## src/rtl/mem_pkg.sv

```systemverilog
`default_nettype none
// ============================================================================
// Module   : mem_pkg
// Purpose  : Shared definitions for the MEM-stage load/store unit: RV32I
//            load/store funct3 codes, access FSM states, byte-enable type and
//            store lane helpers.
// Revision : 1.0 - initial release
// ============================================================================
package mem_pkg;

    // RV32I load funct3 encodings
    localparam logic [2:0] LB  = 3'b000;
    localparam logic [2:0] LH  = 3'b001;
    localparam logic [2:0] LW  = 3'b010;
    localparam logic [2:0] LBU = 3'b100;
    localparam logic [2:0] LHU = 3'b101;

    // RV32I store funct3 encodings
    localparam logic [2:0] SB  = 3'b000;
    localparam logic [2:0] SH  = 3'b001;
    localparam logic [2:0] SW  = 3'b010;

    typedef enum logic [1:0] {
        IDLE = 2'd0,
        BUSY = 2'd1,
        DONE = 2'd2
    } state_t;

    typedef logic [3:0] wstrb_t;

    // Byte enables for a store of the given size (funct3[1:0]) at byte offset
    function automatic wstrb_t store_strb(input logic [1:0] size, input logic [1:0] offset);
        case (size)
            2'b00:   return wstrb_t'(4'b0001 << offset);
            2'b01:   return offset[1] ? 4'b1100 : 4'b0011;
            default: return 4'b1111;
        endcase
    endfunction

    // Store data replicated across every lane the size could land in
    function automatic logic [31:0] store_lanes(input logic [1:0] size, input logic [31:0] data);
        case (size)
            2'b00:   return {4{data[7:0]}};
            2'b01:   return {2{data[15:0]}};
            default: return data;
        endcase
    endfunction

endpackage
`default_nettype wire

```

## src/rtl/load_extender.sv

```systemverilog
`default_nettype none
// ============================================================================
// Module   : load_extender
// Purpose  : Selects the addressed byte/halfword lane of a RAM read word and
//            sign- or zero-extends it to 32 bits according to the load funct3.
// Revision : 1.0 - initial release
// ============================================================================
module load_extender
    import mem_pkg::*;
(
    input  logic [31:0] rdata,
    input  logic [1:0]  offset,
    input  logic [2:0]  funct3,
    output logic [31:0] data
);

    logic [7:0]  byte_lane;
    logic [15:0] half_lane;

    // Lane select followed by extension chosen by the load type
    always_comb begin
        byte_lane = rdata[{offset, 3'b000} +: 8];
        half_lane = offset[1] ? rdata[31:16] : rdata[15:0];
        case (funct3)
            LB:      data = {{24{byte_lane[7]}}, byte_lane};
            LBU:     data = {24'h000000, byte_lane};
            LH:      data = {{16{half_lane[15]}}, half_lane};
            LHU:     data = {16'h0000, half_lane};
            default: data = rdata;
        endcase
    end

endmodule
`default_nettype wire

```

## src/rtl/mem_access_unit.sv

```systemverilog
`default_nettype none
// ============================================================================
// Module   : mem_access_unit
// Purpose  : MEM-stage load/store unit. Issues one req/ack transaction per
//            memory instruction, stalls the pipeline while it is in flight,
//            and returns the aligned, extended load result to MEM/WB.
// Revision : 1.0 - initial release
// ============================================================================
module mem_access_unit
    import mem_pkg::*;
#(
    parameter int ADDR_WIDTH = 17,
    parameter int MAX_WAIT   = 255
)(
    input  logic                  clk,
    input  logic                  reset_n,
    input  logic                  in_valid,
    input  logic                  in_mem_read,
    input  logic                  in_mem_write,
    input  logic [2:0]            in_funct3,
    input  logic [31:0]           in_address,
    input  logic [31:0]           in_store_data,
    output logic                  mem_req,
    output logic                  mem_we,
    output logic [ADDR_WIDTH-1:0] mem_addr,
    output logic [31:0]           mem_wdata,
    output wstrb_t                mem_wstrb,
    input  logic                  mem_ack,
    input  logic [31:0]           mem_rdata,
    output logic [31:0]           ram_data,
    output logic                  stall,
    output logic                  fault
);

    localparam logic [15:0] WAIT_LAST = 16'(MAX_WAIT - 1);

    state_t      state;
    state_t      state_next;
    logic [15:0] wait_cnt;
    logic [2:0]  ld_funct3;
    logic [1:0]  ld_offset;
    logic [31:0] ext_data;
    logic        mem_op;
    logic        bad_funct3;
    logic        misaligned;
    logic        accept;
    logic        reject;
    logic        timeout;
    logic        unused_addr_bits;

    // Upper byte-address bits lie beyond the data RAM and are ignored
    assign unused_addr_bits = ^in_address[31:ADDR_WIDTH+2];

    load_extender u_load_extender (
        .rdata  (mem_rdata),
        .offset (ld_offset),
        .funct3 (ld_funct3),
        .data   (ext_data)
    );

    // Decode the EX/MEM operation into accept (issue) or reject (fault)
    always_comb begin
        mem_op = in_valid && (in_mem_read || in_mem_write);
        if (in_mem_write)
            bad_funct3 = in_funct3[2] || (in_funct3[1:0] == 2'b11);
        else
            bad_funct3 = (in_funct3 == 3'b011) || (in_funct3[2:1] == 2'b11);
        case (in_funct3[1:0])
            2'b01:   misaligned = in_address[0];
            2'b10:   misaligned = |in_address[1:0];
            default: misaligned = 1'b0;
        endcase
        reject = mem_op && ((in_mem_read && in_mem_write) || bad_funct3 || misaligned);
        accept = mem_op && !reject;
    end

    // Access FSM state register
    always_ff @(posedge clk) begin
        if (!reset_n)
            state <= IDLE;
        else
            state <= state_next;
    end

    // Next state plus stall/fault; both are held low during reset
    always_comb begin
        state_next = state;
        stall      = 1'b0;
        fault      = 1'b0;
        timeout    = 1'b0;
        case (state)
            IDLE: begin
                if (accept) begin
                    stall      = 1'b1;
                    state_next = BUSY;
                end else if (reject) begin
                    fault = 1'b1;
                end
            end
            BUSY: begin
                stall = 1'b1;
                if (mem_ack) begin
                    state_next = DONE;
                end else if (wait_cnt == WAIT_LAST) begin
                    timeout    = 1'b1;
                    fault      = 1'b1;
                    state_next = DONE;
                end
            end
            DONE:    state_next = IDLE;
            default: state_next = IDLE;
        endcase
        if (!reset_n) begin
            stall = 1'b0;
            fault = 1'b0;
        end
    end

    // Request fields, wait counter and the load result register
    always_ff @(posedge clk) begin
        if (!reset_n) begin
            mem_req   <= 1'b0;
            mem_we    <= 1'b0;
            mem_addr  <= '0;
            mem_wdata <= '0;
            mem_wstrb <= '0;
            ram_data  <= '0;
            wait_cnt  <= '0;
            ld_funct3 <= '0;
            ld_offset <= '0;
        end else begin
            case (state)
                IDLE: begin
                    wait_cnt <= '0;
                    if (accept) begin
                        mem_req   <= 1'b1;
                        mem_we    <= in_mem_write;
                        mem_addr  <= in_address[ADDR_WIDTH+1:2];
                        mem_wdata <= in_mem_write ? store_lanes(in_funct3[1:0], in_store_data) : 32'h0;
                        mem_wstrb <= in_mem_write ? store_strb(in_funct3[1:0], in_address[1:0]) : 4'h0;
                        ld_funct3 <= in_funct3;
                        ld_offset <= in_address[1:0];
                    end else if (reject) begin
                        ram_data <= '0;
                    end
                end
                BUSY: begin
                    if (mem_ack) begin
                        mem_req <= 1'b0;
                        if (!mem_we)
                            ram_data <= ext_data;
                    end else if (timeout) begin
                        mem_req  <= 1'b0;
                        ram_data <= '0;
                    end else begin
                        wait_cnt <= wait_cnt + 16'd1;
                    end
                end
                default: ;
            endcase
        end
    end

endmodule
`default_nettype wire

```

## config.mk

```make
export PLATFORM = sky130hd
export DESIGN_NAME = mem_access_unit
export DESIGN_NICKNAME = d
export VERILOG_FILES = /design/src/rtl/mem_pkg.sv /design/src/rtl/load_extender.sv /design/src/rtl/mem_access_unit.sv
export SDC_FILE = /design/constraint.sdc
export NUM_CORES = 1
export LEC_CHECK = 0
export CAP_MARGIN = 20
export CORE_ASPECT_RATIO = 0.8
export CORE_MARGIN = 2
export CORE_UTILIZATION = 51
export CTS_BUF_LIST = sky130_fd_sc_hd__clkbuf_2
export DETAILED_ROUTE_END_ITERATION = 7
export GPL_ROUTABILITY_DRIVEN = 0
export MAX_ROUTING_LAYER = met4
export PLACE_DENSITY_LB_ADDON = 0.15
export SYNTH_ARGS = -nofsm -noshare
export SYNTH_HDL_FRONTEND = slang
export SYNTH_SLANG_ARGS = --single-unit
export TNS_END_PERCENT = 100
```

## constraint.sdc

```tcl
create_clock -name clk -period 4.3 [get_ports clk]
set_input_delay 0.645 -clock clk [delete_from_list [all_inputs] [get_ports clk]]
set_output_delay 0.645 -clock clk [all_outputs]
set_load 0.05 [all_outputs]
```

==> metrics.md, run 1 <==
| Metric | Value |
|---|---|
| Global-route wire length before repair | `26.02 mm` |
| Asr flop ratio synth | `0%` |
| Tmin final | `3.565 ns` |
| Main synth FF type | `dfxtp_1` |
| Top cell type's share of synthesized area | `38.79%` |
| PD cells | `264.0 nW/µm²` |
| Final core occ | `70.90%` |
| Switching Share | `29.59%` |
| Die area | `12000 µm²` |
| Initial Util | `52.33%` |
| Crit share post-route | `82.91%` |
| Status | `completed` |
| # H-tree levels | `3` |
| Worst Skew | `0.02473 ns` |
| Worst Tran Pin Value | `0.9680 ns` |
| Reg power frac | `52.3%` |
| Synth Area in Compound Gates | `23.61%` |
| Crit Path Class | `in2out` |
| CP Capture Type | `primary output` |
| Leakage | `0.002769 µW` |
| F_max | `280.5 MHz` |
| Clock Sinks | `110` |
| Critical path required time | `3.65 ns` |
| CTS Buf Count | `9` |
| Horiz. Die Dim | `122.0 µm` |
| Mean post-synth cell area | `8.203 µm²` |
| Syn Inst Count | `692` |
| Critical Path AT | `2.92 ns` |
| DP Wirelength | `11.38 mm` |
| Clk buf depth | `2` |
| Drt drc | `0` |
| Routed WL per cell | `16.19 µm` |
| Clk pin slew, worst setup/hold paths | `0.30 ns` |
| Area delta synth->final | `35.49%` |
| Antenna Cells | `0` |
| Setup TNS | `0 ns` |
| Unique cell type count in the Yosys netlist | `52` |
| Post-synth top cells | `141 x nand2_1, 110 x dfxtp_1, 65 x a21boi_0, 48 x clkbuf_1, 39 x nand3_1` |
| Maximum vdd drop | `0.1779 mV` |
| Internal | `1430 µW` |
| NetSw | `600.9 µW` |
| Die height | `98.37 µm` |
| 1st-iter DRT viols | `390` |
| Sequential cell area fraction in the yosys report | `38.79%` |
| Post-CTS setup buffers | `0` |
| Root buf cell | `clkbuf_2` |
| Number of global-route vias before repair | `5334` |
| Mux cell area share after synthesis | `8.750%` |
| Max-Cap Viols | `0` |
| Synth Area in XOR/XNOR | `0.4629%` |
| Tot Pwr | `2030 µW` |
| Min-delay worst type | `reg2reg` |
| Post-synthesis adder-cell area fraction | `1.322%` |
| GRT Total Usage | `27.66%` |
| Largest family of logic cells by synthesized area | `compound AO/OA/AOI/OAI gates` |
| Area contributors post-synth | `dfxtp_1 39%, nand2_1 9.3%, a21boi_0 8.6%` |
| Mapped Area | `5677 µm²` |
| Hold Slack | `0.4791 ns` |
| Share of cells above drive strength 1 | `6.398%` |
| Drt first pass iters | `5` |
| CTS resizes | `0` |
| Post-CTS Hold Buffers | `0` |
| Synthesis Warnings | `0` |
| Clk pwr share | `26.9%` |
| Syn nets | `803` |
| Logic pwr share | `20.8%` |
| Setup violators final | `0` |
| Final count of pins violating max slew | `0` |
| Global route overflow | `0` |
| CP max FO | `15` |
| Total wire length | `15.99 mm` |
| Cell taking the most area after synthesis | `dfxtp_1` |
| Largest net degree at the start of global routing | `66` |
| CTS tree | `built` |
| Later-pin clock latency in the skew report | `0.59 ns` |
| RSZ-0062 raised after global routing | `false` |
| I/O pins | `194` |
| Nets | `951` |
| Slew headroom | `35.46%` |
| Port bufs | `180` |
| Final Hold Viols | `0` |
| Row count | `34` |
| Seq cells post-synth | `110` |
| Worst setup SP type | `input port` |
| Core area | `10850 µm²` |
| Antenna Nets Post-Route | `0` |
| EDFF count, synth | `0` |
| Vias per std cell | `5.655` |
| DR vias | `5587` |
| Top-count cell post-synth | `nand2_1` |
| Synth Area in Simple Gates | `21.31%` |
| Antenna violations before repair | `0` |
layout make-up:
cell class                 instances  area [µm²]
clock buffer                       9       45.04
clock inverter                     6       95.09
fill                             886        3157
multi-input combinational        500        3163
sequential                       110        2202
tap                              144       180.2
timing repair buffer             188        1889
inverter                          31       116.4
path summary, 6_finish.rpt:
path / slack (ns) / startpoint / depth (start not counted) / endpoint
setup / recovery: 0.73 / in_funct3[1] / 8 / fault
hold / removal: 0.48 / ram_data[9] / 2 / ram_data[9]
setup reg to reg: 1.09 / wait_cnt[1] / 6 / ram_data[21]
hold reg to reg: 0.48 / ram_data[9] / 2 / ram_data[9]
per-stage QoR:
| stage | setup WS [ns] | cell area [µm²] | cells |
|---|---|---|---|
| 6_report | 0.7349 | 7691 | 988 |
| 5_1_grt | 0.5550 | 7691 | 988 |
| 4_1_cts | 0.7468 | 7671 | 987 |
| 3_5_place_dp | 0.7368 | 7531 | 972 |
| 3_3_place_gp | 0.7864 | 7531 | 972 |
| 2_1_floorplan | 0.6521 | 5677 | 692 |
cell usage in the layout (no fill, tap or decap), drive strengths merged, types with 4 or more instances in the layout:
master and count:
mux2 25, nor4 4, nand2b 5, nor2b 8, nor2 16, o21ai 21
a21oi 30, nand2 141, clkbuf 9, ha 6, o211ai 6, a31oi 8
a22oi 8, and2 18, o221ai 7, clkdlybuf4s50 177, inv 33, nand3 39
a21boi 66, buf 11, dfxtp 110, a22o 18, or3 6, and3 5
mux2i 17, nor3 8
power by group through the flow:
| stage | registers [µW] | clock network (µW) | logic [µW] |
|---|---|---|---|
| 2_1_floorplan | 1140 | 0 | 182 |
| 3_3_place_gp | 1080 | 0 | 411 |
| 3_5_place_dp | 1080 | 0 | 417 |
| 4_1_cts | 1060 | 563 | 419 |
| 5_1_grt | 1070 | 596 | 453 |
| 6_report | 1060 | 546 | 423 |
kinds of logic (layout without fill, tap and decap cells):
logic type | count (synthesis) | count (layout)
multiplexers | 44 | 44
adder cells (fa/ha/maj) | 6 | 6
AO/OA/AOI/OAI | 185 | 185
flip-flops | 110 | 110
XOR/XNOR | 3 | 3
buffers and inverters | 82 | 234
AND/OR/NAND/NOR | 262 | 262
critical path: stages:
cell	delay [ns]
clkdlybuf4s50_1	0.49
inv_1	0.11
ha_1	0.49
o211ai_1	0.18
o211ai_1	0.22
nand2b_1	0.21
a21boi_0	0.38
buf_12	0.19
flip-flops by register name (all words and copies together) (netlist names):
signal,count
mem_wdata,32
ram_data,32
mem_addr,17
wait_cnt,16
mem_wstrb,4
ld_funct3,3
ld_offset,2
state,2
mem_req,1
mem_we,1
routing by layer:
layer | up-vias | GRT usage [%] | wire (µm)
met1 | 2606 | 36.59 | 7194
met2 | 232 | 42.37 | 7254
met5 | - | - | 0
met3 | 30 | 5.724 | 1180
met4 | 0 | 8.930 | 364
li1 | 2719 | - | -
Note: power is estimated with default switching activity, not from simulation.
==> inputs of run 2 (changes only) <==
--- a/config.mk
+++ b/config.mk
@@ -8,7 +8,7 @@
 export CAP_MARGIN = 20
 export CORE_ASPECT_RATIO = 0.8
 export CORE_MARGIN = 2
-export CORE_UTILIZATION = 51
+export CORE_UTILIZATION = 43
 export CTS_BUF_LIST = sky130_fd_sc_hd__clkbuf_2
 export DETAILED_ROUTE_END_ITERATION = 7
 export GPL_ROUTABILITY_DRIVEN = 0
==> constraint.sdc (replaced) <==
create_clock -name clk -period 3.2 [get_ports clk]
set_input_delay 0.48 -clock clk [delete_from_list [all_inputs] [get_ports clk]]
set_output_delay 0.48 -clock clk [all_outputs]
set_load 0.05 [all_outputs]
==> metrics.md, run 2 (synthesis gave the netlist of run 1 again) <==
| Metric | Value |
|---|---|
| Status | `completed` |
| CP max stage delay | `0.52 ns` |
| Setup TNS | `0 ns` |
| Crit Path Class | `reg2out` |
| 1st-iter DRT viols | `555` |
| Min-delay worst type | `in2reg` |
| Global route overflow | `0` |
| Slew headroom | `52.19%` |
| Core area | `12870 µm²` |
| Hold_sp | `reset_n` |
| Crit share post-route | `94.47%` |
| Row count | `37` |
| Most frequent cells in the layout | `177 x clkdlybuf4s50_1, 141 x nand2_1, 108 x dfxtp_1` |
| Antenna violations before repair | `0` |
| CTS Buf Count | `9` |
| Critical path required time | `2.72 ns` |
| Clk pin slew, worst setup/hold paths | `0.29 ns` |
| # H-tree levels | `3` |
| Area after DPL | `7645 µm²` |
| Largest net degree at the start of global routing | `61` |
| Leakage | `0.002769 µW` |
| CP Capture Type | `primary output` |
| Worst R2R Path Depth | `7` |
| Later-pin clock latency in the skew report | `0.60 ns` |
| CTS tree | `built` |
| Worst Hold Depth | `2` |
| Origin of the critical flop-to-flop path | `wait_cnt[0]` |
| Pre-CTS setup slack | `0.1557 ns` |
| Hold-critical path endpoint | `wait_cnt[3]` |
| DP Wirelength | `11.99 mm` |
| I/O pins | `194` |
| Worst setup SP type | `flop` |
| Commonest non-fill, non-tap cell in the layout | `clkdlybuf4s50_1` |
| Slowest CP cell | `or4b_4` |
| Clk buf depth | `2` |
| F_max | `330.8 MHz` |
| Routed WL per cell | `16.21 µm` |
| Drt first pass iters | `5` |
| Final count of pins violating max slew | `0` |
| Die height | `106.8 µm` |
| Vias per std cell | `5.401` |
| PD cells | `333.7 nW/µm²` |
| Die area | `14140 µm²` |
| Finished Cell Area | `7762 µm²` |
| Antenna Nets Post-Route | `0` |
| Biggest regs | `mem_wdata: 32 flops, ram_data: 32 flops, mem_addr: 17 flops` |
| Maximum vdd drop | `0.2181 mV` |
| Setup violators final | `0` |
| Final Hold Viols | `0` |
| Nets | `956` |
| Initial Util | `44.11%` |
| Horiz. Die Dim | `132.5 µm` |
| Final WS setup | `0.1770 ns` |
| Layout fillers | `1168` |
| Worst reg-to-reg setup slack | `0.62 ns` |
| Port bufs | `180` |
| Worst Skew | `0.02250 ns` |
| Drt drc | `0` |
| Global-route wire length before repair | `26.94 mm` |
| Post-CTS setup buffers | `0` |
| Clock Sinks | `110` |
| CP max FO | `6` |
| Terminus of the critical flop-to-flop path | `ram_data[17]` |
| GRT Total Usage | `24.07%` |
| Post-CTS Hold Buffers | `0` |
| Share of cells above drive strength 1 | `7.538%` |
| Crit path cell chain | `inv_1, ha_1, or4b_4, nor4_4, nand2_1, a21boi_2, buf_12` |
| Critical Path AT | `2.54 ns` |
| DR vias | `5531` |
| Number of global-route vias before repair | `5370` |
| Worst Tran Pin Value | `0.7105 ns` |
| Antenna Cells | `0` |
| RSZ-0062 raised after global routing | `false` |
| Area delta synth->final | `36.74%` |
| Hold Slack | `0.2728 ns` |
| Total wire length | `16.60 mm` |
| Max-Cap Viols | `0` |
| Tmin final | `3.023 ns` |
| Root buf cell | `clkbuf_2` |
run 2: changes by cell type in the layout (fill, tap and decap cells not counted), sizes merged:
cell      before  now
inv           33   32
bufinv         2    0
clkinvlp       2    5
buf           11   16
run 2: what timing repair did:
action	CTS	global route
endpoints found under the setup margin	1	1
gates resized for setup	2	5
pin swaps	0	1
run 2: layout make-up:
type / count / area (µm²) / share of cell area, %
inverter: 31 / 116.4 / 1.499
sequential: 110 / 2207 / 28.43
clock inverter: 6 / 48.80 / 0.6286
timing repair buffer: 193 / 1939 / 24.98
clock buffer: 9 / 45.04 / 0.5803
tap: 175 / 219.0 / 2.821
multi-input combinational: 500 / 3187 / 41.05
run 2: through the flow:
step	util, %	total power, µW	cells
floorplan	-	1773	692
global placement	59.40	2016	1009
detailed placement	59.40	2025	1009
CTS	60.16	2617	1024
global route	60.32	2722	1024
finish	60.32	2590	1024
run 2: where the power goes:
group / leakage, µW / switching [µW] / total (µW) / internal (µW)
Combinational: 0.00183 / 318 / 579 / 261
Sequential: 0.000890 / 21.5 / 1430 / 1400
Clock: 0.0000442 / 485 / 586 / 101
run 2: worst max path at each step:
stage	startpoint	to	slack, ns	cells past startpoint
after floorplan	wait_cnt[0]	fault	0.21	6
after global placement	in_funct3[1]	fault	0.19	8
after detailed placement	in_funct3[1]	fault	0.16	8
after CTS	wait_cnt[1]	fault	0.06	6
after global routing	wait_cnt[0]	fault	0.01	7
final	wait_cnt[0]	fault	0.18	7
run 2: critical path: cells and delay by family, from the launching register on:
kind	cells	cell delay (ns)
AND/OR/NAND/NOR	3	0.94
flip-flops	1	0.43
buffers and inverters	2	0.23
AO/OA/AOI/OAI	1	0.23
adder cells (fa/ha/maj)	1	0.13
run 2: routing by layer:
layer | wire length (µm) | track usage [%] | share of wire (%)
met1 | 7902 | 31.65 | 48
met3 | 947 | 5.296 | 5.7
met4 | 311 | 7.296 | 1.9
met2 | 7442 | 37.31 | 45
met5 | 0 | - | 0
